### src/rtl/wash_pkg.sv
// Shared state encodings, phase index type and phase-length lookup for the wash cycle controller.
package wash_pkg;

  typedef enum logic [2:0] {
    ST_IDLE  = 3'd0,
    ST_FILL  = 3'd1,
    ST_WASH  = 3'd2,
    ST_RINSE = 3'd3,
    ST_SPIN  = 3'd4
  } state_t;

  typedef enum logic [1:0] {
    PH_FILL,
    PH_WASH,
    PH_RINSE,
    PH_SPIN
  } phase_t;

  localparam int TL_W = 8;

  function automatic phase_t phase_of(state_t st);
    phase_t ph;
    case (st)
      ST_WASH:  ph = PH_WASH;
      ST_RINSE: ph = PH_RINSE;
      ST_SPIN:  ph = PH_SPIN;
      default:  ph = PH_FILL;
    endcase
    return ph;
  endfunction

  // IDLE and the unused encodings have no phase, so they report a length of zero.
  function automatic logic [TL_W-1:0] phase_min(state_t st, int fill_min, int wash_min,
                                                int rinse_min, int spin_min);
    logic [TL_W-1:0] len;
    len = '0;
    if (st inside {ST_FILL, ST_WASH, ST_RINSE, ST_SPIN}) begin
      case (phase_of(st))
        PH_FILL:  len = TL_W'(fill_min);
        PH_WASH:  len = TL_W'(wash_min);
        PH_RINSE: len = TL_W'(rinse_min);
        PH_SPIN:  len = TL_W'(spin_min);
      endcase
    end
    return len;
  endfunction

endpackage

### src/rtl/wash_phase_timer.sv
// Shared phase timer: minute prescaler plus saturating minute counter; exposes min_cnt
// only when WASH_TIMELEFT_EN is defined.
module wash_phase_timer #(
  parameter int MIN_CYCLES = 60,
  parameter int MIN_W      = 3
) (
  input  logic             clk,
  input  logic             rst,
  input  logic             clr,
  input  logic             hold,
  input  logic [MIN_W-1:0] len_min,
  output logic             expired
`ifdef WASH_TIMELEFT_EN
  ,
  output logic [MIN_W-1:0] min_cnt
`endif
);

  localparam int PW = $clog2(MIN_CYCLES + 1);
  localparam logic [PW-1:0] PRE_LAST = PW'(MIN_CYCLES - 1);

  logic [PW-1:0]    presc;
  logic [MIN_W-1:0] minute;
  logic             wrap;
  logic             last_min;

  assign wrap     = (presc == PRE_LAST);
  assign last_min = (minute == (len_min - MIN_W'(1)));
  // A held timer never expires, so a pause coinciding with the final tick wins.
  assign expired  = wrap && last_min && !hold;

  always_ff @(posedge clk) begin
    if (rst || clr) begin
      presc  <= '0;
      minute <= '0;
    end else if (!hold) begin
      if (wrap) begin
        presc <= '0;
        if (!last_min) minute <= minute + MIN_W'(1);
      end else begin
        presc <= presc + PW'(1);
      end
    end
  end

`ifdef WASH_TIMELEFT_EN
  assign min_cnt = minute;
`endif

endmodule

### src/rtl/wash_cycle_ctrl.sv
// Washing-machine cycle controller: IDLE->FILL->WASH->RINSE(->WASH->RINSE)*->SPIN->IDLE.
// Optional time_left_min output is enabled by defining WASH_TIMELEFT_EN.
module wash_cycle_ctrl
  import wash_pkg::*;
#(
  parameter int MIN_CYCLES = 60,
  parameter int FILL_MIN   = 2,
  parameter int WASH_MIN   = 5,
  parameter int RINSE_MIN  = 2,
  parameter int SPIN_MIN   = 1,
  parameter int MAX_ROUNDS = 2
) (
  input  logic       clk,
  input  logic       rst,
  input  logic       coin,
  input  logic       double_wash,
  input  logic       pause,
  output logic [2:0] current_state,
  output logic       busy,
  output logic       wash_done
`ifdef WASH_TIMELEFT_EN
  ,
  output logic [7:0] time_left_min
`endif
);

  localparam int MAX_FW  = (FILL_MIN > WASH_MIN) ? FILL_MIN : WASH_MIN;
  localparam int MAX_RS  = (RINSE_MIN > SPIN_MIN) ? RINSE_MIN : SPIN_MIN;
  localparam int MAX_MIN = (MAX_FW > MAX_RS) ? MAX_FW : MAX_RS;
  localparam int MIN_W   = $clog2(MAX_MIN + 1);
  localparam int RW      = $clog2(MAX_ROUNDS + 1);

  state_t           state;
  state_t           next_state;
  logic             busy_next;
  logic             done_next;
  logic             expired;
  logic             hold;
  logic             clr;
  logic [TL_W-1:0]  cur_len;
  logic [MIN_W-1:0] len_min;
  logic [RW-1:0]    rounds_lat;
  logic [RW-1:0]    round_cnt;
  logic [RW:0]      round_inc;

  assign cur_len   = phase_min(state, FILL_MIN, WASH_MIN, RINSE_MIN, SPIN_MIN);
  assign len_min   = MIN_W'(cur_len);
  assign hold      = (state == ST_SPIN) && pause;
  // Timer stays cleared in IDLE and restarts on every state change.
  assign clr       = (state == ST_IDLE) || (next_state != state);
  assign round_inc = {1'b0, round_cnt} + (RW + 1)'(1);

`ifdef WASH_TIMELEFT_EN
  logic [MIN_W-1:0] min_cnt;
`endif

  wash_phase_timer #(
    .MIN_CYCLES(MIN_CYCLES),
    .MIN_W     (MIN_W)
  ) u_timer (
    .clk    (clk),
    .rst    (rst),
    .clr    (clr),
    .hold   (hold),
    .len_min(len_min),
    .expired(expired)
`ifdef WASH_TIMELEFT_EN
    ,
    .min_cnt(min_cnt)
`endif
  );

  always_ff @(posedge clk) begin
    if (rst) state <= ST_IDLE;
    else     state <= next_state;
  end

  always_comb begin
    next_state = state;
    done_next  = 1'b0;
    case (state)
      ST_IDLE:  if (coin) next_state = ST_FILL;
      ST_FILL:  if (expired) next_state = ST_WASH;
      ST_WASH:  if (expired) next_state = ST_RINSE;
      ST_RINSE: if (expired) next_state = (round_inc < {1'b0, rounds_lat}) ? ST_WASH : ST_SPIN;
      ST_SPIN: begin
        if (expired) begin
          next_state = ST_IDLE;
          done_next  = 1'b1;
        end
      end
      default:  next_state = ST_IDLE;
    endcase
    busy_next = (next_state != ST_IDLE);
  end

  always_ff @(posedge clk) begin
    if (rst) begin
      busy      <= 1'b0;
      wash_done <= 1'b0;
    end else begin
      busy      <= busy_next;
      wash_done <= done_next;
    end
  end

  // The round request is captured only with an accepted coin; later changes are ignored.
  always_ff @(posedge clk) begin
    if (rst) begin
      rounds_lat <= '0;
      round_cnt  <= '0;
    end else if ((state == ST_IDLE) && coin) begin
      rounds_lat <= double_wash ? RW'(MAX_ROUNDS) : RW'(1);
      round_cnt  <= '0;
    end else if ((state == ST_RINSE) && expired) begin
      round_cnt  <= round_inc[RW-1:0];
    end
  end

  assign current_state = state;

`ifdef WASH_TIMELEFT_EN
  always_ff @(posedge clk) begin
    if (rst)      time_left_min <= '0;
    else if (clr) time_left_min <= phase_min(next_state, FILL_MIN, WASH_MIN, RINSE_MIN, SPIN_MIN);
    else          time_left_min <= cur_len - TL_W'(min_cnt);
  end
`endif

endmodule

### config.mk
export PLATFORM = sky130hd
export DESIGN_NAME = wash_cycle_ctrl
export DESIGN_NICKNAME = d
export VERILOG_FILES = /design/src/rtl/wash_pkg.sv /design/src/rtl/wash_phase_timer.sv /design/src/rtl/wash_cycle_ctrl.sv
export SDC_FILE = /design/constraint.sdc
export NUM_CORES = 1
export LEC_CHECK = 0
export CAP_MARGIN = 20
export CORE_MARGIN = 5
export CORE_UTILIZATION = 30
export CTS_BUF_LIST = sky130_fd_sc_hd__clkbuf_16
export DETAILED_ROUTE_END_ITERATION = 8
export PLACE_DENSITY = 0.5
export SLEW_MARGIN = 20
export SYNTH_ARGS = -nofsm -noshare
export SYNTH_HDL_FRONTEND = slang
export SYNTH_SLANG_ARGS = --single-unit
export TNS_END_PERCENT = 10
### constraint.sdc
create_clock -name clk -period 2.1 [get_ports clk]
set_input_delay 0.525 -clock clk [delete_from_list [all_inputs] [get_ports clk]]
set_output_delay 0.525 -clock clk [all_outputs]
set_load 0.01 [all_outputs]
After elaboration in Yosys (flattened, before gate mapping)
Index checks and enable logic that the tools add are counted.
{ "classes": {"n_addsub": 4, "bitwise_logic": 3, "muxes": 14, "n_lt_le_gt_ge": 1, "n_eq_ne": 10, "reduce_logical": 16} }
{ "op_table": {"columns": ["cell", "n"], "rows": [
  ["$mux W3", 7],
  ["$pmux W3 S5", 1],
  ["$pmux W3 S3", 1],
  ["$add A6 B1 Y6 const B", 1],
  ["$eq A3 B2 Y1 const B", 2],
  ["$eq A6 B6 Y1 const B", 1],
  ["$mux W6", 1],
  ["$pmux W2 S3", 1],
  ["$reduce_or A2 Y1", 3],
  ["$logic_and A1 B1 Y1", 5],
  ["$eq A2 B2 Y1 const B", 2],
  ["$mux W2", 2],
  ["$reduce_bool A4 Y1", 1],
  ["$add A2 B1 Y3 const B", 1],
  ["$add A3 B1 Y3 const B", 1],
  ["$eq A3 B1 Y1 const B", 1],
  ["$eq A3 B3 Y1", 1],
  ["$eq A3 B3 Y1 const B", 1],
  ["$logic_not A3 Y1", 1],
  ["$lt A3 B2 Y1", 1],
  ["$ne A3 B3 Y1", 1],
  ["$not A1 Y1", 3],
  ["$reduce_and A3 Y1", 1],
  ["$reduce_bool A3 Y1", 1],
  ["other kinds (6)", 7]
]} }
{ "word_totals": {"regBits": 18, "in_bits": 5} }

Depth between registers and ports, before layout
{ "logic_depth": {"depth_word": 16, "depth_mapped": 10} }

By module
Synthesis repeated with hierarchy kept, for this count alone.
{ "hier_totals": {"cells_unflattened": 107, "area_unflattened_um2": 1001.0} }
{ "by_module_without_submodules": {"columns": ["mod", "instances", "area_per_inst_um2", "cells_per_inst", "seq_area_each_um2"], "rows": [
  ["wash_phase_timer", 1, 505.5, 56, 180.2],
  ["wash_cycle_ctrl", 1, 495.5, 51, 180.2]
]} }

Worst setup path after synthesis
No wires, ideal clock.
{ "synth_path": {"kind": "register to register", "startpoint": "reg state[2], in the netlist current_state[2]", "endpoint": "reg round_cnt[1]", "t_required_ns": 1.963, "path_slack_ns": -0.225, "arrival_ns": 2.188, "path_stages_with_launch": 11, "path_buffers": 1, "setup_time_ns": 0.137, "path_cell_list": "dfxtp_1 -> buf_6 -> xnor2_2 -> or2_2 -> ha_1 -> xor2_1 -> xnor2_1 -> o211ai_1 -> or4_4 -> mux2i_1 -> nor3_1"} }
{ "synth_between": {"elab_chain_len": 12, "elab_cells_between_ends": 24} }
{ "synth_rtl": {"columns": ["item", "line_no", "rtl"], "rows": [
  ["from (decl)", "wash_cycle_ctrl.sv:33", "state_t state;"],
  ["from (signal assigned)", "wash_cycle_ctrl.sv:75", "else state <= next_state;"],
  ["$eq A3 B3 Y1, or another cell as far along", "wash_pkg.sv:23, wash_pkg.sv:37, wash_cycle_ctrl.sv:48", null],
  ["$pmux W2 S3", "wash_pkg.sv:23", "case (st)"],
  ["$mux W2", "wash_pkg.sv:37", "if (st inside {ST_FILL, ST_WASH, ST_RINSE, ST_SPIN}) begin"],
  ["$eq A2 B2 Y1 or $logic_not A2 Y1 (tied branches)", "wash_pkg.sv:38", "case (phase_of(st))"],
  ["$reduce_or A2 Y1 (no line)", null, null],
  ["$pmux W3 S3", "wash_pkg.sv:38", null],
  ["$mux W3", "wash_pkg.sv:37", null],
  ["$sub A3 B1 Y3", "wash_phase_timer.sv:28", "assign last_min = (minute == (len_min - MIN_W'(1)));"],
  ["$eq A3 B3 Y1", "wash_phase_timer.sv:28", null],
  ["$logic_and A1 B1 Y1 (2 in series)", "wash_phase_timer.sv:30", "assign expired = wrap && last_min && !hold;"],
  ["$logic_and A1 B1 Y1", "wash_cycle_ctrl.sv:115", "end else if ((state == ST_RINSE) && expired) begin"],
  ["to (signal assigned)", "wash_cycle_ctrl.sv:116", "round_cnt <= round_inc[RW-1:0];"],
  ["to (decl)", "wash_cycle_ctrl.sv:43", "logic [RW-1:0] round_cnt;"]
]} }
Several ways; a longest one is shown, not always the timed one. The select of a mux whose other input is x is not followed.
A chain may end at the register's enable or synchronous reset.

Worst setup path after layout
{ "layout_path": {"startpoint": "reg state[2], in the netlist current_state[2]", "endpoint": "reg busy"} }
{ "layout_between": {"elab_chain_len": 14, "elab_cells_between_ends": 28} }
{ "layout_rtl": {"columns": ["item", "line_no", "rtl"], "rows": [
  ["$eq A3 B3 Y1 or $eq A3 B2 Y1 (tied branches)", null, null],
  ["$pmux W2 S3", "wash_pkg.sv:23", null],
  ["$mux W2", "wash_pkg.sv:37", null],
  ["$eq A2 B2 Y1 or $logic_not A2 Y1 (tied branches)", "wash_pkg.sv:38", null],
  ["$reduce_or A2 Y1 (no line)", null, null],
  ["$pmux W3 S3", "wash_pkg.sv:38", null],
  ["$mux W3", "wash_pkg.sv:37", null],
  ["$sub A3 B1 Y3", "wash_phase_timer.sv:28", null],
  ["$eq A3 B3 Y1", "wash_phase_timer.sv:28", null],
  ["$logic_and A1 B1 Y1 (2 in series)", "wash_phase_timer.sv:30", null],
  ["$mux W3 (on tied branches)", null, null],
  ["$pmux W3 S5 (*)", "wash_cycle_ctrl.sv:81", "case (state)"],
  ["$reduce_bool A3 Y1 (*)", "wash_cycle_ctrl.sv:94", "busy_next = (next_state != ST_IDLE);"],
  ["to (signal assigned)", "wash_cycle_ctrl.sv:102", "busy <= busy_next;"],
  ["to (decl)", "wash_cycle_ctrl.sv:19", "output logic busy,"]
]} }
Every way passes the cells marked *; elsewhere a longest branch is shown, timed or not. The select of a mux whose other input is x is not followed.

==> out/qor.txt <==
Post-DP HPWL: 1660 um
Routed WL: 2060 um
Peak VDD IR: 422 uV
Dominant cell type by area after synthesis: dfxtp_1
CP top delay family: XOR/XNOR gates
Placed cell area: 1240 um2
Crit Path Class: register to register
Worst Hold Path Cells: 2
GP Congestion: 0.774
Max clock buf depth: 2
Worst skew pair latency: 250 ps
Die Width: 68.2 um
Slack of the critical path: -149 ps
Yosys top cell area share: 0.355
Slew Limit Fails: 0
Syn_nets: 121
HP Start: rounds_lat[0]$_SDFFE_PP0P_
Layout cells sized above 1: 0.257
Row cnt: 21
Crit-path max FO: 3
Syn_area_per_cell: 9.15 um2
Hold Vio Cnt, Final: 0
CTS root buf: clkbuf_16
Reg2Reg Setup Slack: -150 ps
Synthesized area: 1020 um2
Synth cell types: 40
Async S/R FF share, synth: 0
Hold WC Path Type: register to register
Vias in the first global route: 867
Failing checks: negative setup slack
H-tree depth: 1
Critical Path RT: 2240 ps
Clk sinks: 18
# DRC: 0
TritonCTS clock tree: done
Crit path buffers/inverters: 1
Period utilization: 1.07
Global route overflow: 0
1st-pass router iterations: 2
Initial DRC count: 7
Vias/cell: 4.54
Clk slew on worst S/H paths: 50 ps
Area grow syn2layout: 32.5%
Final net count: 147
ANT nets after route: 0
R2R depth: 10
Leakage: 0.560 nW
Synth area leaders: dfxtp_1, nor2_1, ha_1
Setup-failing EPs final: 14
Number of synthesized flops with an enable pin: 0
Sequential fraction of the synthesis area: 0.355
First-pass GRT wire length: 3860 um
Number of hold buffers added after cts: 0
Most frequent cells in the layout: dfxtp_1, buf_4, nor2_1
Core ar.: 3310 um2
Die Ht: 68.2 um
# IOs: 10
Max cap viols: 0
RSZ-0062 raised after global routing: true
Largest net degree at the start of global routing: 11
WL per Instance: 11.3 um
Initial antenna violation count: 0
CP Cell Sequence: xnor2_2 -> or2_2 -> ha_2 -> xor2_1 -> xnor2_1 -> buf_4 -> o211a_1 -> nand3_1 -> mux2i_2 -> a211o_1
Worst path depth: 10
Skew final: 1.28 ps
Initial core utilization: 0.307
Arrival @ worst endpoint: 2390 ps
Total die area: 4650 um2
Slowest-stage cell, CP: dfxtp_2
GRT Overall Usage: 0.111
Worst hold path endpoint: rounds_lat[0]$_SDFFE_PP0P_
Normalized max-slew margin: 0.752
Setup WS pre-CTS: -130 ps
Reg2reg start: current_state[2]$_SDFF_PP0_
Prevailing post-synth register cell: dfxtp_1
Tmin final: 2250 ps
Status: complete, but fails checks
Type of origin of the critical path: register
Post-route cell area: 1350 um2
Tightest Pin Transition: 368 ps
Max stage delay on crit path: 330 ps
CTS buffer count: 3
Max Clk Rate: 0.445 GHz
Diodes inserted: 0
Synth warnings: 0
Port Buffers: 9
Crit end category: register
Yosys reg bits: 18
Via count: 826
PD cells: 596 nW/um2
Worst R2R End: busy$_SDFF_PP0_
Post-Syn Instances: 111
## layout make-up
class / count / area [um2]
Clock inverter: 1 / 3.75
Clock buffer: 3 / 75.1
Inverter: 4 / 15.0
Sequential cell: 18 / 363
Fill cell: 360 / 1960
Multi-Input combinational cell: 85 / 622
Timing Repair Buffer: 25 / 210
Tap cell: 46 / 57.6
## metrics by stage
stage | utilization | total power [mW] | cells | setup TNS, ps | hold WS [ps]
final | 0.407 | 0.803 | 182 | -510 | 504
after global routing | 0.407 | 0.843 | 182 | -2500 | 549
after CTS | 0.402 | 0.817 | 181 | -258 | 513
after detailed placement | 0.375 | 0.427 | 177 | -387 | 508
after global placement | 0.375 | 0.426 | 177 | -180 | 498
after floorplan | - | 0.398 | 111 | -552 | 478
## worst reg2reg max path: stages (launching register included)
cell	delay [ps]
dfxtp_2	330
xnor2_2	130
or2_2	280
ha_2	190
xor2_1	140
xnor2_1	200
buf_4	140
o211a_1	210
nand3_1	130
mux2i_2	180
a211o_1	220
## flip-flops by register name, indices dropped and copies added (netlist names)
signal          cells
u_timer.presc       6
current_state       3
u_timer.minute      3
round_cnt           2
rounds_lat          2
busy                1
wash_done           1
## synth_stat cells, types with 2 or more instances
| cell type | n |
|---|---|
| nand2_2 | 2 |
| a211oi_1 | 2 |
| dfxtp_1 | 18 |
| xor2_1 | 5 |
| nand4_1 | 2 |
| ha_1 | 4 |
| buf_6 | 2 |
| inv_1 | 4 |
| nor2_1 | 14 |
| mux2i_1 | 4 |
| nand3_1 | 3 |
| and2_1 | 2 |
| nor3_1 | 7 |
| a21oi_1 | 5 |
| xnor2_1 | 4 |
| nand2_1 | 8 |
| o21ai_0 | 2 |
## metal layers
| metal | vias to the layer above | GRT usage | share of wire |
|---|---|---|---|
| li1 | 443 | - | - |
| met1 | 375 | 0.121 | 0.44 |
| met2 | 6 | 0.206 | 0.52 |
| met3 | 2 | 0.0427 | 0.035 |
| met4 | 0 | 0.0149 | 0.0058 |
| met5 | - | 0 | 0 |
## kinds of logic (layout without fill, tap and decap cells)
group | Yosys count | after routing | share of synthesized area
AND/OR/NAND/NOR | 48 | 48 | 0.267
XOR/XNOR | 10 | 10 | 0.0936
adder cells (fa/ha/maj) | 5 | 5 | 0.0690
multiplexers | 4 | 4 | 0.0394
flip-flops | 18 | 18 | 0.355
AO/OA/AOI/OAI | 18 | 18 | 0.128
buffers and inverters | 8 | 33 | 0.0480
## worst max path at each step
| stage | start | endpoint | slack [ps] |
|---|---|---|---|
| 2_1_floorplan | current_state[2]$_SDFF_PP0_ | round_cnt[1]$_SDFFE_PP0P_ | -210 |
| 3_3_place_gp | current_state[2]$_SDFF_PP0_ | round_cnt[0]$_SDFFE_PP0P_ | -60 |
| 3_5_place_dp | current_state[1]$_SDFF_PP0_ | round_cnt[0]$_SDFFE_PP0P_ | -130 |
| 4_1_cts | current_state[1]$_SDFF_PP0_ | round_cnt[0]$_SDFFE_PP0P_ | -120 |
| 5_1_grt | current_state[1]$_SDFF_PP0_ | round_cnt[0]$_SDFFE_PP0P_ | -280 |
| 6_report | current_state[2]$_SDFF_PP0_ | busy$_SDFF_PP0_ | -150 |
## power breakdown
group | internal [mW] | switching, mW | leakage [nW] | total [mW]
sequential | 0.349 | 0.00451 | 0.147 | 0.353
clock | 0.253 | 0.128 | 0.0385 | 0.381
combinational | 0.0364 | 0.0324 | 0.374 | 0.0688
## timing repair
item	CTS	global route
cloned	0	0
pin swaps	0	1
gates resized for setup	4	2
endpoints found under the setup margin	12	15
setup buffers	0	1
Power figures use the tool's default switching activity.
